**config.mk**
```make
export PLATFORM = sky130hd
export DESIGN_NAME = pipe_skid_reg_flat
export DESIGN_NICKNAME = d
export VERILOG_FILES = /design/src/rtl/pipe_pkg.sv /design/src/rtl/pipe_skid_reg_if.sv /design/src/rtl/sat_counter.sv /design/src/rtl/pipe_skid_reg.sv /design/src/flat_wrapper.sv
export SDC_FILE = /design/constraint.sdc
export NUM_CORES = 1
export LEC_CHECK = 0
export ABC_AREA = 1
export BUFFER_PORTS_ARGS = -buffer_cell sky130_fd_sc_hd__buf_2
export CORE_MARGIN = 10
export CORE_UTILIZATION = 30
export DETAILED_ROUTE_END_ITERATION = 12
export MAX_ROUTING_LAYER = met4
export SLEW_MARGIN = 5
export SYNTH_ARGS = -nofsm -noshare
export SYNTH_HDL_FRONTEND = slang
export SYNTH_SLANG_ARGS = --single-unit
```
**constraint.sdc**
```tcl
create_clock -name clk -period 9.9 [get_ports clk]
set_input_delay 1.485 -clock clk [delete_from_list [all_inputs] [get_ports clk]]
set_output_delay 1.485 -clock clk [all_outputs]
set_load 0.01 [all_outputs]
```
**src/rtl/pipe_pkg.sv**
```systemverilog
// Shared pipeline-stage definitions: default widths and the layout of the
// side-effect control field carried alongside each beat.
package pipe_pkg;

  localparam int DEF_DATA_W = 96;
  localparam int DEF_CTRL_W = 8;
  localparam int DEF_CNT_W  = 16;

  localparam int CTRL_RF_WE     = 0;
  localparam int CTRL_RF_RE     = 1;
  localparam int CTRL_DRAM_WE   = 2;
  localparam int CTRL_WB_SEL_LO = 3;
  localparam int CTRL_WB_SEL_HI = 4;

  typedef enum logic [1:0] {
    WB_ALU = 2'd0,
    WB_MEM = 2'd1,
    WB_PC  = 2'd2,
    WB_IMM = 2'd3
  } wb_sel_e;

  // Stage instances build their control field through this so bit positions live in one place.
  function automatic logic [DEF_CTRL_W-1:0] pack_ctrl(input logic rf_we, input logic rf_re,
                                                      input logic dram_we, input wb_sel_e wb_sel);
    logic [DEF_CTRL_W-1:0] c;
    c = {DEF_CTRL_W{1'b0}};
    c[CTRL_RF_WE]                     = rf_we;
    c[CTRL_RF_RE]                     = rf_re;
    c[CTRL_DRAM_WE]                   = dram_we;
    c[CTRL_WB_SEL_HI:CTRL_WB_SEL_LO]  = wb_sel;
    return c;
  endfunction

endpackage

```
**src/rtl/pipe_skid_reg_if.sv**
```systemverilog
// Valid/ready beat channel (control + payload) between pipeline stages.
interface pipe_skid_reg_if #(
  parameter int CTRL_W = 8,
  parameter int DATA_W = 96
);
  logic              valid;
  logic              ready;
  logic [CTRL_W-1:0] ctrl;
  logic [DATA_W-1:0] data;

  modport master (output valid, output ctrl, output data, input ready);
  modport slave  (input valid, input ctrl, input data, output ready);
endinterface

```
**src/rtl/sat_counter.sv**
```systemverilog
// Up-counter that sticks at all-ones instead of wrapping.
module sat_counter #(
  parameter int CNT_W = 16
) (
  input  logic             clk,
  input  logic             rst,
  input  logic             i_inc,
  output logic [CNT_W-1:0] o_cnt
);

  logic [CNT_W-1:0] r_cnt;

  // Count requested cycles, holding at the maximum value.
  always_ff @(posedge clk or posedge rst) begin
    if (rst) begin
      r_cnt <= {CNT_W{1'b0}};
    end else if (i_inc && (r_cnt != {CNT_W{1'b1}})) begin
      r_cnt <= r_cnt + {{(CNT_W-1){1'b0}}, 1'b1};
    end else begin
      r_cnt <= r_cnt;
    end
  end

  assign o_cnt = r_cnt;

endmodule

```
**src/rtl/pipe_skid_reg.sv**
```systemverilog
// Pipeline-stage register with a 2-entry skid buffer so upstream ready is a
// flop output; supports flush (bubble insertion) and a stall-cycle counter.
module pipe_skid_reg
  import pipe_pkg::*;
#(
  parameter int DATA_W = pipe_pkg::DEF_DATA_W,
  parameter int CTRL_W = pipe_pkg::DEF_CTRL_W,
  parameter int CNT_W  = pipe_pkg::DEF_CNT_W
) (
  input  logic              clk,
  input  logic              rst,
  input  logic              i_flush,
  pipe_skid_reg_if.slave    up,
  pipe_skid_reg_if.master   dn,
  output logic [1:0]        o_occupancy,
  output logic [CNT_W-1:0]  o_stall_cnt
);

  logic              r_m_valid;
  logic [CTRL_W-1:0] r_m_ctrl;
  logic [DATA_W-1:0] r_m_data;
  logic              r_s_valid;
  logic [CTRL_W-1:0] r_s_ctrl;
  logic [DATA_W-1:0] r_s_data;

  logic w_in_fire;
  logic w_out_fire;
  logic w_stall;

  assign up.ready   = ~r_s_valid;
  assign w_in_fire  = up.valid & ~r_s_valid;
  assign w_out_fire = r_m_valid & dn.ready;
  assign w_stall    = r_m_valid & ~dn.ready;

  // Main/skid slot update; the skid entry always refills main before any newer input.
  always_ff @(posedge clk or posedge rst) begin
    if (rst) begin
      r_m_valid <= 1'b0;
      r_m_ctrl  <= {CTRL_W{1'b0}};
      r_m_data  <= {DATA_W{1'b0}};
      r_s_valid <= 1'b0;
      r_s_ctrl  <= {CTRL_W{1'b0}};
      r_s_data  <= {DATA_W{1'b0}};
    end else if (i_flush) begin
      // Payload is left stale; clearing ctrl is what makes a killed beat harmless.
      r_m_valid <= 1'b0;
      r_s_valid <= 1'b0;
      r_m_ctrl  <= {CTRL_W{1'b0}};
      r_s_ctrl  <= {CTRL_W{1'b0}};
    end else if (w_out_fire || !r_m_valid) begin
      if (r_s_valid) begin
        r_m_valid <= 1'b1;
        r_m_ctrl  <= r_s_ctrl;
        r_m_data  <= r_s_data;
        r_s_valid <= 1'b0;
      end else if (w_in_fire) begin
        r_m_valid <= 1'b1;
        r_m_ctrl  <= up.ctrl;
        r_m_data  <= up.data;
      end else begin
        r_m_valid <= 1'b0;
      end
    end else if (w_in_fire) begin
      r_s_valid <= 1'b1;
      r_s_ctrl  <= up.ctrl;
      r_s_data  <= up.data;
    end else begin
      r_s_valid <= r_s_valid;
    end
  end

  // Downstream view of the main slot, with ctrl masked whenever the slot is empty.
  always_comb begin
    dn.valid = r_m_valid;
    dn.data  = r_m_data;
    if (r_m_valid) begin
      dn.ctrl = r_m_ctrl;
    end else begin
      dn.ctrl = {CTRL_W{1'b0}};
    end
  end

  assign o_occupancy = {1'b0, r_m_valid} + {1'b0, r_s_valid};

  sat_counter #(.CNT_W(CNT_W)) u_stall_cnt (
    .clk   (clk),
    .rst   (rst),
    .i_inc (w_stall),
    .o_cnt (o_stall_cnt)
  );

endmodule

```
**src/flat_wrapper.sv**
```systemverilog
// flat-port wrapper written by rule: the top's interface ports become plain ports
module pipe_skid_reg_flat import pipe_pkg::*;
#(
  parameter int DATA_W = pipe_pkg::DEF_DATA_W,
  parameter int CTRL_W = pipe_pkg::DEF_CTRL_W,
  parameter int CNT_W  = pipe_pkg::DEF_CNT_W
)
  (clk, rst, i_flush, o_occupancy, o_stall_cnt, up_valid, up_ctrl, up_data, up_ready, dn_valid, dn_ctrl, dn_data, dn_ready);
  pipe_skid_reg_if #(.CTRL_W(CTRL_W), .DATA_W(DATA_W)) up_i ();
  pipe_skid_reg_if #(.CTRL_W(CTRL_W), .DATA_W(DATA_W)) dn_i ();
  input  logic clk;
  input  logic rst;
  input  logic i_flush;
  output logic [1:0] o_occupancy;
  output logic [CNT_W-1:0] o_stall_cnt;
  input wire logic [$bits(up_i.valid)-1:0] up_valid;
  input wire logic [$bits(up_i.ctrl)-1:0] up_ctrl;
  input wire logic [$bits(up_i.data)-1:0] up_data;
  output wire logic [$bits(up_i.ready)-1:0] up_ready;
  output wire logic [$bits(dn_i.valid)-1:0] dn_valid;
  output wire logic [$bits(dn_i.ctrl)-1:0] dn_ctrl;
  output wire logic [$bits(dn_i.data)-1:0] dn_data;
  input wire logic [$bits(dn_i.ready)-1:0] dn_ready;
  assign up_i.valid = up_valid;
  assign up_i.ctrl = up_ctrl;
  assign up_i.data = up_data;
  assign up_ready = up_i.ready;
  assign dn_valid = dn_i.valid;
  assign dn_ctrl = dn_i.ctrl;
  assign dn_data = dn_i.data;
  assign dn_i.ready = dn_ready;
  pipe_skid_reg #(.DATA_W(DATA_W), .CTRL_W(CTRL_W), .CNT_W(CNT_W)) u_core (.clk(clk), .rst(rst), .i_flush(i_flush), .up(up_i), .dn(dn_i), .o_occupancy(o_occupancy), .o_stall_cnt(o_stall_cnt));
endmodule
```
# Word level (Yosys, flattened, before mapping)
# Cells that the tools add are included.
[totals]
out_inout_bits = 124
in_bits = 109
regBits = 226
[op_classes]
reduce_logical = 12
add_sub_neg = 2
n_mux = 16
bitwise = 7
n_eq_ne = 2
[op_table]
columns = ["op", "n"]
rows = [
  ["2-to-1 mux 96 bit", 2],
  ["2-to-1 mux 8 bit", 7],
  ["adder 16 x 1 -> 16 bit (second input constant)", 1],
  ["inequality test 16 bit (second input constant)", 1],
  ["2-to-1 mux 1 bit", 7],
  ["AND reduction 3 bit", 2],
  ["nonzero test 2 bit", 3],
  ["nonzero test 3 bit", 2],
  ["NOT 1 bit", 4],
  ["AND reduction 2 bit", 2],
  ["AND 1 bit", 3],
  ["adder 1 x 1 -> 2 bit", 1],
  ["inequality test 2 bit (second input constant)", 1],
  ["logical AND 1 bit", 1],
  ["logical NOT 1 bit", 1],
  ["logical OR 1 bit", 1],
]

# Logic depth before layout (Yosys ltp)
[depth]
depth_word = 6
ltp_mapped = 10
depth_no_buf = 8

# Hierarchy
# From an unflattened synthesis, not the netlist that was laid out.
[unflattened]
cells_unflattened = 1422
area_unflattened_um2 = 10702.8
[modules_own_cells]
columns = ["mod", "n_inst", "area_each_um2", "cells_each", "seq_area_each_um2"]
rows = [
  ["pipe_skid_reg", 1, 9633.0, 1272, 5255.0],
  ["sat_counter", 1, 1069.8, 150, 400.4],
]

# Worst setup path before layout
# OpenSTA, ideal clock, no wires.
[synth_path]
path_type = "input port to flip-flop"
from = "in dn_ready"
to = "reg u_core.r_m_data[24], in the netlist u_core.dn.data[24]"
n_path_buf = 2
t_arrival_ns = 2.370
cell_stages = 8
setup_time_ns = 0.130
slack_ns = 7.399
path_cell_list = "inv_1 nand2_8 inv_4 nor2_4 nand2_1 buf_4 clkbuf_1 o21ai_1"
[synth_via]
elab_chain_len = 3
[synth_rtl]
columns = ["element", "line", "rtl"]
rows = [
  ["start, declared", "flat_wrapper.sv:23", "input wire logic [$bits(dn_i.ready)-1:0] dn_ready;"],
  ["AND 1 bit", "pipe_skid_reg.sv:32", "assign w_out_fire = r_m_valid & dn.ready;"],
  ["logical OR 1 bit", "pipe_skid_reg.sv:50", "end else if (w_out_fire || !r_m_valid) begin"],
  ["AND reduction 3 bit (no line)", "n/a", ""],
  ["end signal, assigned", "pipe_skid_reg.sv:40", "r_m_data <= {DATA_W{1'b0}};"],
  ["end signal, assigned", "pipe_skid_reg.sv:54", "r_m_data <= r_s_data;"],
  ["end signal, assigned", "pipe_skid_reg.sv:59", "r_m_data <= up.data;"],
  ["end, declared", "pipe_skid_reg.sv:21", "logic [DATA_W-1:0] r_m_data;"],
]
# Every way passes these cells.
# A chain may end at the register's enable or synchronous reset.

# Worst setup path after layout
[layout_path]
from = "in dn_ready"
to = "reg u_core.r_m_data[11], in the netlist u_core.dn.data[11]"
# The elaborated chain is that of the path after synthesis.

==> results.txt <==
----------------------------------------------------
[Run status]
  Status ... completed

[GRT]
  Via count of the first global-routing pass ... 8083
  Met3 layer usage reported by global route ... 2.802%
  Met2 GRT Util ... 20.64%
  Wire length of the first global-routing pass ... 43380 um
  M1 GR Usage ... 16.74%
  Number of antenna violations at the first check in global routing ... 1
  Tot GR Track Use ... 12.97%
  Total overflow reported by the global router ... 0
  Pin count of the biggest net entering global routing ... 194
  Gr busiest metal ... met2

[Synth]
  Post-synthesis sequential area ratio ... 56.54%
  Largest cells by area after synthesis ... sky130_fd_sc_hd__dfrtp_1, sky130_fd_sc_hd__nand2_1, sky130_fd_sc_hd__o21ai_1
  Share of the synthesized area in the top cell type ... 56.54%
  Yosys warns ... 0
  Per-instance average area after synthesis ... 8.420 um2
  Seq cells post-synth ... 226
  Mapped Nets ... 1299
  Cell taking the most area after synthesis ... sky130_fd_sc_hd__dfrtp_1
  Count of cell types in the netlist ... 30
  Post-synthesis cell count ... 1188
  Synthesized cell area ... 10000 um2

[STA]
  RSZ-0062 raised after global routing ... false
  Period minus WS final ... 3.503 ns
  Hold Vio Cnt, Final ... 0
  Slew margin rel. ... 12.22%
  Setup TNS ... 0 ns
  Maximum operating frequency ... 285.4 MHz
  Count of final setup violators ... 0
  Final max-slew violation count ... 0
  Tcrit/Tclk final ... 35.39%
  Post-Route Skew ... 0.006528 ns
  Worst slew pin tran ... 1.317 ns

[Clock tree]
  Clock input transition at the sequential cells of the worst setup and hold paths ... 0.05 ns
  Clock tree from TritonCTS ... built
  Postcts setup bufs ... 0
  Deepest level of the CTS H-tree ... 1
  Clock insertion delay at the later pin of the skew report ... 0.53 ns
  Count of hold buffers inserted by post-cts repair ... 0
  Clock Tree Root ... sky130_fd_sc_hd__clkbuf_16
  Num Clock Sinks ... 226
  TritonCTS buffer count ... 27
  Cts repair resizes ... 0
  Clock Tree Buf Depth ... 3

[Power and ir drop]
  Share of total power in combinational logic ... 16.4%
  Pwr/cell area ... 209.0 nW/um2
  Clock power share ... 36.3%
  Sequential share of power ... 47.3%
  Internal Dissipation ... 1819 uW
  Total chip power ... 2550 uW
  Leakage power figure ... 0.006595 uW
  Switching portion of total power ... 28.69%
  Net switching power ... 731.7 uW
  Largest voltage drop on the vdd net ... 0.0001112 V

[Setup path]
  CP Data Required Time ... 10.35 ns
  RR Endpoint ... u_core.dn.data[11]
  Worst Path Max Fanout ... 111
  Path type of the worst setup path ... in -> reg
  CP endpoint kind ... register
  Critical register-to-register path startpoint ... u_core.r_s_valid
  Number of cell instances on the worst register-to-register path ... 6
  CP Capture Point ... u_core.dn.data[11]
  Launching element type of the critical path ... primary input
  Reg2reg setup slack ... 6.78 ns
  Setup crit start ... dn_ready
  Data arrival, critical path ... 3.95 ns

[Placement]
  Post-placement cell area ... 11400 um2
  HPWL reported at the end of detailed placement ... 17600 um
  RD Place Congestion ... 0.8191
  Count of input and output buffers ... 232
  Placed insts ... 1800

[Route]
  DRT Wirelength ... 26510 um
  ANT nets after route ... 0
  Vias/cell ... 4.467
  Detailed-route DRC error count ... 0
  DRC violation total after the first TritonRoute iteration ... 452
  Via total after detailed routing ... 8238
  Routed WL per cell ... 14.37 um
  Total iterations of the first detailed-routing run ... 5

[Layout]
  Fraction of layout instances using a drive strength above 1 ... 20.77%
  Design Area, Final ... 12200 um2
  Final nets ... 1498
  Synthesis-to-finish area growth ... 21.96%
  Final Instance Count excl. Fillers ... 1844

[Die]
  Die Y-Extent ... 202.6 um
  DIE AREA ... 41050 um2
  Core box area ... 32700 um2
  Initial Util ... 30.59%
  Number of cell rows ... 66
  Count of boundary I/O pins ... 233
  Die Span X ... 202.6 um

[Min path]
  Min-Delay Path Class ... reg -> reg

[Flow run]
  Max_cap viols ... 0

----------------------------------------------------
==> how the worst min path moves through the flow <==
| stage | startpoint | to | slack (ns) | cells past startpoint |
|---|---|---|---|---|
| after floorplan | u_core.r_s_data[32] | u_core.r_s_data[32] | 0.45 | 2 |
| after global placement | u_core.r_s_data[83] | u_core.r_s_data[83] | 0.46 | 2 |
| after detailed placement | u_core.dn.data[73] | u_core.dn.data[73] | 0.47 | 2 |
| after CTS | u_core.r_s_data[32] | u_core.r_s_data[32] | 0.48 | 2 |
| after global routing | u_core.r_s_data[34] | u_core.r_s_data[34] | 0.50 | 2 |
| final | u_core.r_s_data[38] | u_core.r_s_data[38] | 0.48 | 2 |
==> layout make-up <==
cell class / count / area [um2]
clock inverters: 4 / 48.80
fillers: 3369 / 20500
repair buffers: 237 / 1199
multi-input cells: 760 / 3470
flip-flops and latches: 226 / 5655
diodes: 1 / 2.502
clock buffers: 39 / 750.7
well taps: 442 / 553.0
inverters: 135 / 521.8
==> power groups by stage <==
stage	clock network [uW]	logic [uW]	registers, uW
6_report	925	419	1210
5_1_grt	994	486	1230
4_1_cts	957	430	1210
3_5_place_dp	0	430	1220
3_3_place_gp	0	418	1220
2_1_floorplan	0	233	1230
==> cell families after synthesis <==
group	Yosys count	share of synthesized area, %
flops	226	56.54
buf+inv	202	8.993
mux	4	0.4003
xor+xnor	4	0.3503
simple gates	439	17.54
fa+ha+maj	2	0.2501
compound gates	311	15.93
==> flip-flops by register name, indices dropped and copies added, names as in the netlist <==
name                      cells
u_core.dn.data               96
u_core.dn.valid               1
u_core.r_m_ctrl               8
u_core.r_s_ctrl               8
u_core.r_s_data              96
u_core.r_s_valid              1
u_core.u_stall_cnt.o_cnt     16
==> layout by cell type (no fill, tap or decap) <==
cell type / netlist / routed
sky130_fd_sc_hd__inv_6: 0 / 2
sky130_fd_sc_hd__inv_4: 1 / 1
sky130_fd_sc_hd__buf_2: 32 / 232
sky130_fd_sc_hd__clkbuf_8: 0 / 3
sky130_fd_sc_hd__clkinv_2: 0 / 2
sky130_fd_sc_hd__ha_1: 2 / 2
sky130_fd_sc_hd__nor2_2: 1 / 1
sky130_fd_sc_hd__a21oi_1: 1 / 1
sky130_fd_sc_hd__bufinv_16: 0 / 1
sky130_fd_sc_hd__dfrtp_1: 226 / 226
sky130_fd_sc_hd__clkbuf_1: 20 / 9
sky130_fd_sc_hd__nand2_1: 378 / 377
sky130_fd_sc_hd__nor3_1: 2 / 2
sky130_fd_sc_hd__nand4_1: 6 / 6
sky130_fd_sc_hd__nor2_1: 21 / 21
sky130_fd_sc_hd__nand3b_1: 4 / 4
sky130_fd_sc_hd__o21ai_1: 156 / 156
sky130_fd_sc_hd__diode_2: 0 / 1
sky130_fd_sc_hd__mux2i_1: 4 / 4
sky130_fd_sc_hd__nor2_4: 1 / 1
sky130_fd_sc_hd__nand2_8: 1 / 2
sky130_fd_sc_hd__xor2_1: 3 / 3
sky130_fd_sc_hd__buf_4: 1 / 5
sky130_fd_sc_hd__o21ai_2: 10 / 10
sky130_fd_sc_hd__inv_2: 1 / 1
sky130_fd_sc_hd__o21ai_0: 144 / 144
sky130_fd_sc_hd__nand2_4: 0 / 1
sky130_fd_sc_hd__inv_1: 133 / 131
sky130_fd_sc_hd__inv_8: 0 / 1
sky130_fd_sc_hd__nor2_8: 1 / 1
sky130_fd_sc_hd__xnor2_1: 1 / 1
sky130_fd_sc_hd__clkbuf_16: 0 / 27
sky130_fd_sc_hd__nand3_1: 23 / 23
==> critical path, stage by stage <==
cell                      delay (ns)
sky130_fd_sc_hd__buf_2          0.09
sky130_fd_sc_hd__inv_1          0.13
sky130_fd_sc_hd__nand2_8        0.10
sky130_fd_sc_hd__inv_4          0.11
sky130_fd_sc_hd__nor2_4         0.04
sky130_fd_sc_hd__nand2_4        0.68
sky130_fd_sc_hd__buf_4          0.99
sky130_fd_sc_hd__nand2_1        0.14
sky130_fd_sc_hd__o21ai_1        0.12
==> Yosys cell counts (all sizes together) <==
library cell / number
buf: 46
nand2: 380
nor3: 2
dfrtp: 226
nand3b: 4
xnor2: 1
inv: 135
clkbuf: 21
o21ai: 310
ha: 2
xor2: 3
nand3: 23
a21oi: 1
mux2i: 4
nor2: 24
nand4: 6
==> per-stage QoR <==
stage / hold WS, ns / setup slack, ns / util, %
after floorplan: 0.4479 / 2.224 / -
after global placement: 0.4605 / 5.854 / 34.86
after detailed placement: 0.4672 / 5.771 / 34.86
after CTS: 0.4831 / 6.341 / 37.30
after global routing: 0.4993 / 6.064 / 37.31
final: 0.4784 / 6.397 / 37.31
==> layer usage <==
layer | part of all wire, % | vias up
met2 | 46 | 224
li1 | - | 4178
met4 | 1.4 | 0
met3 | 6.2 | 34
met1 | 46 | 3802
met5 | 0 | -
Power figures use the tool's default switching activity.
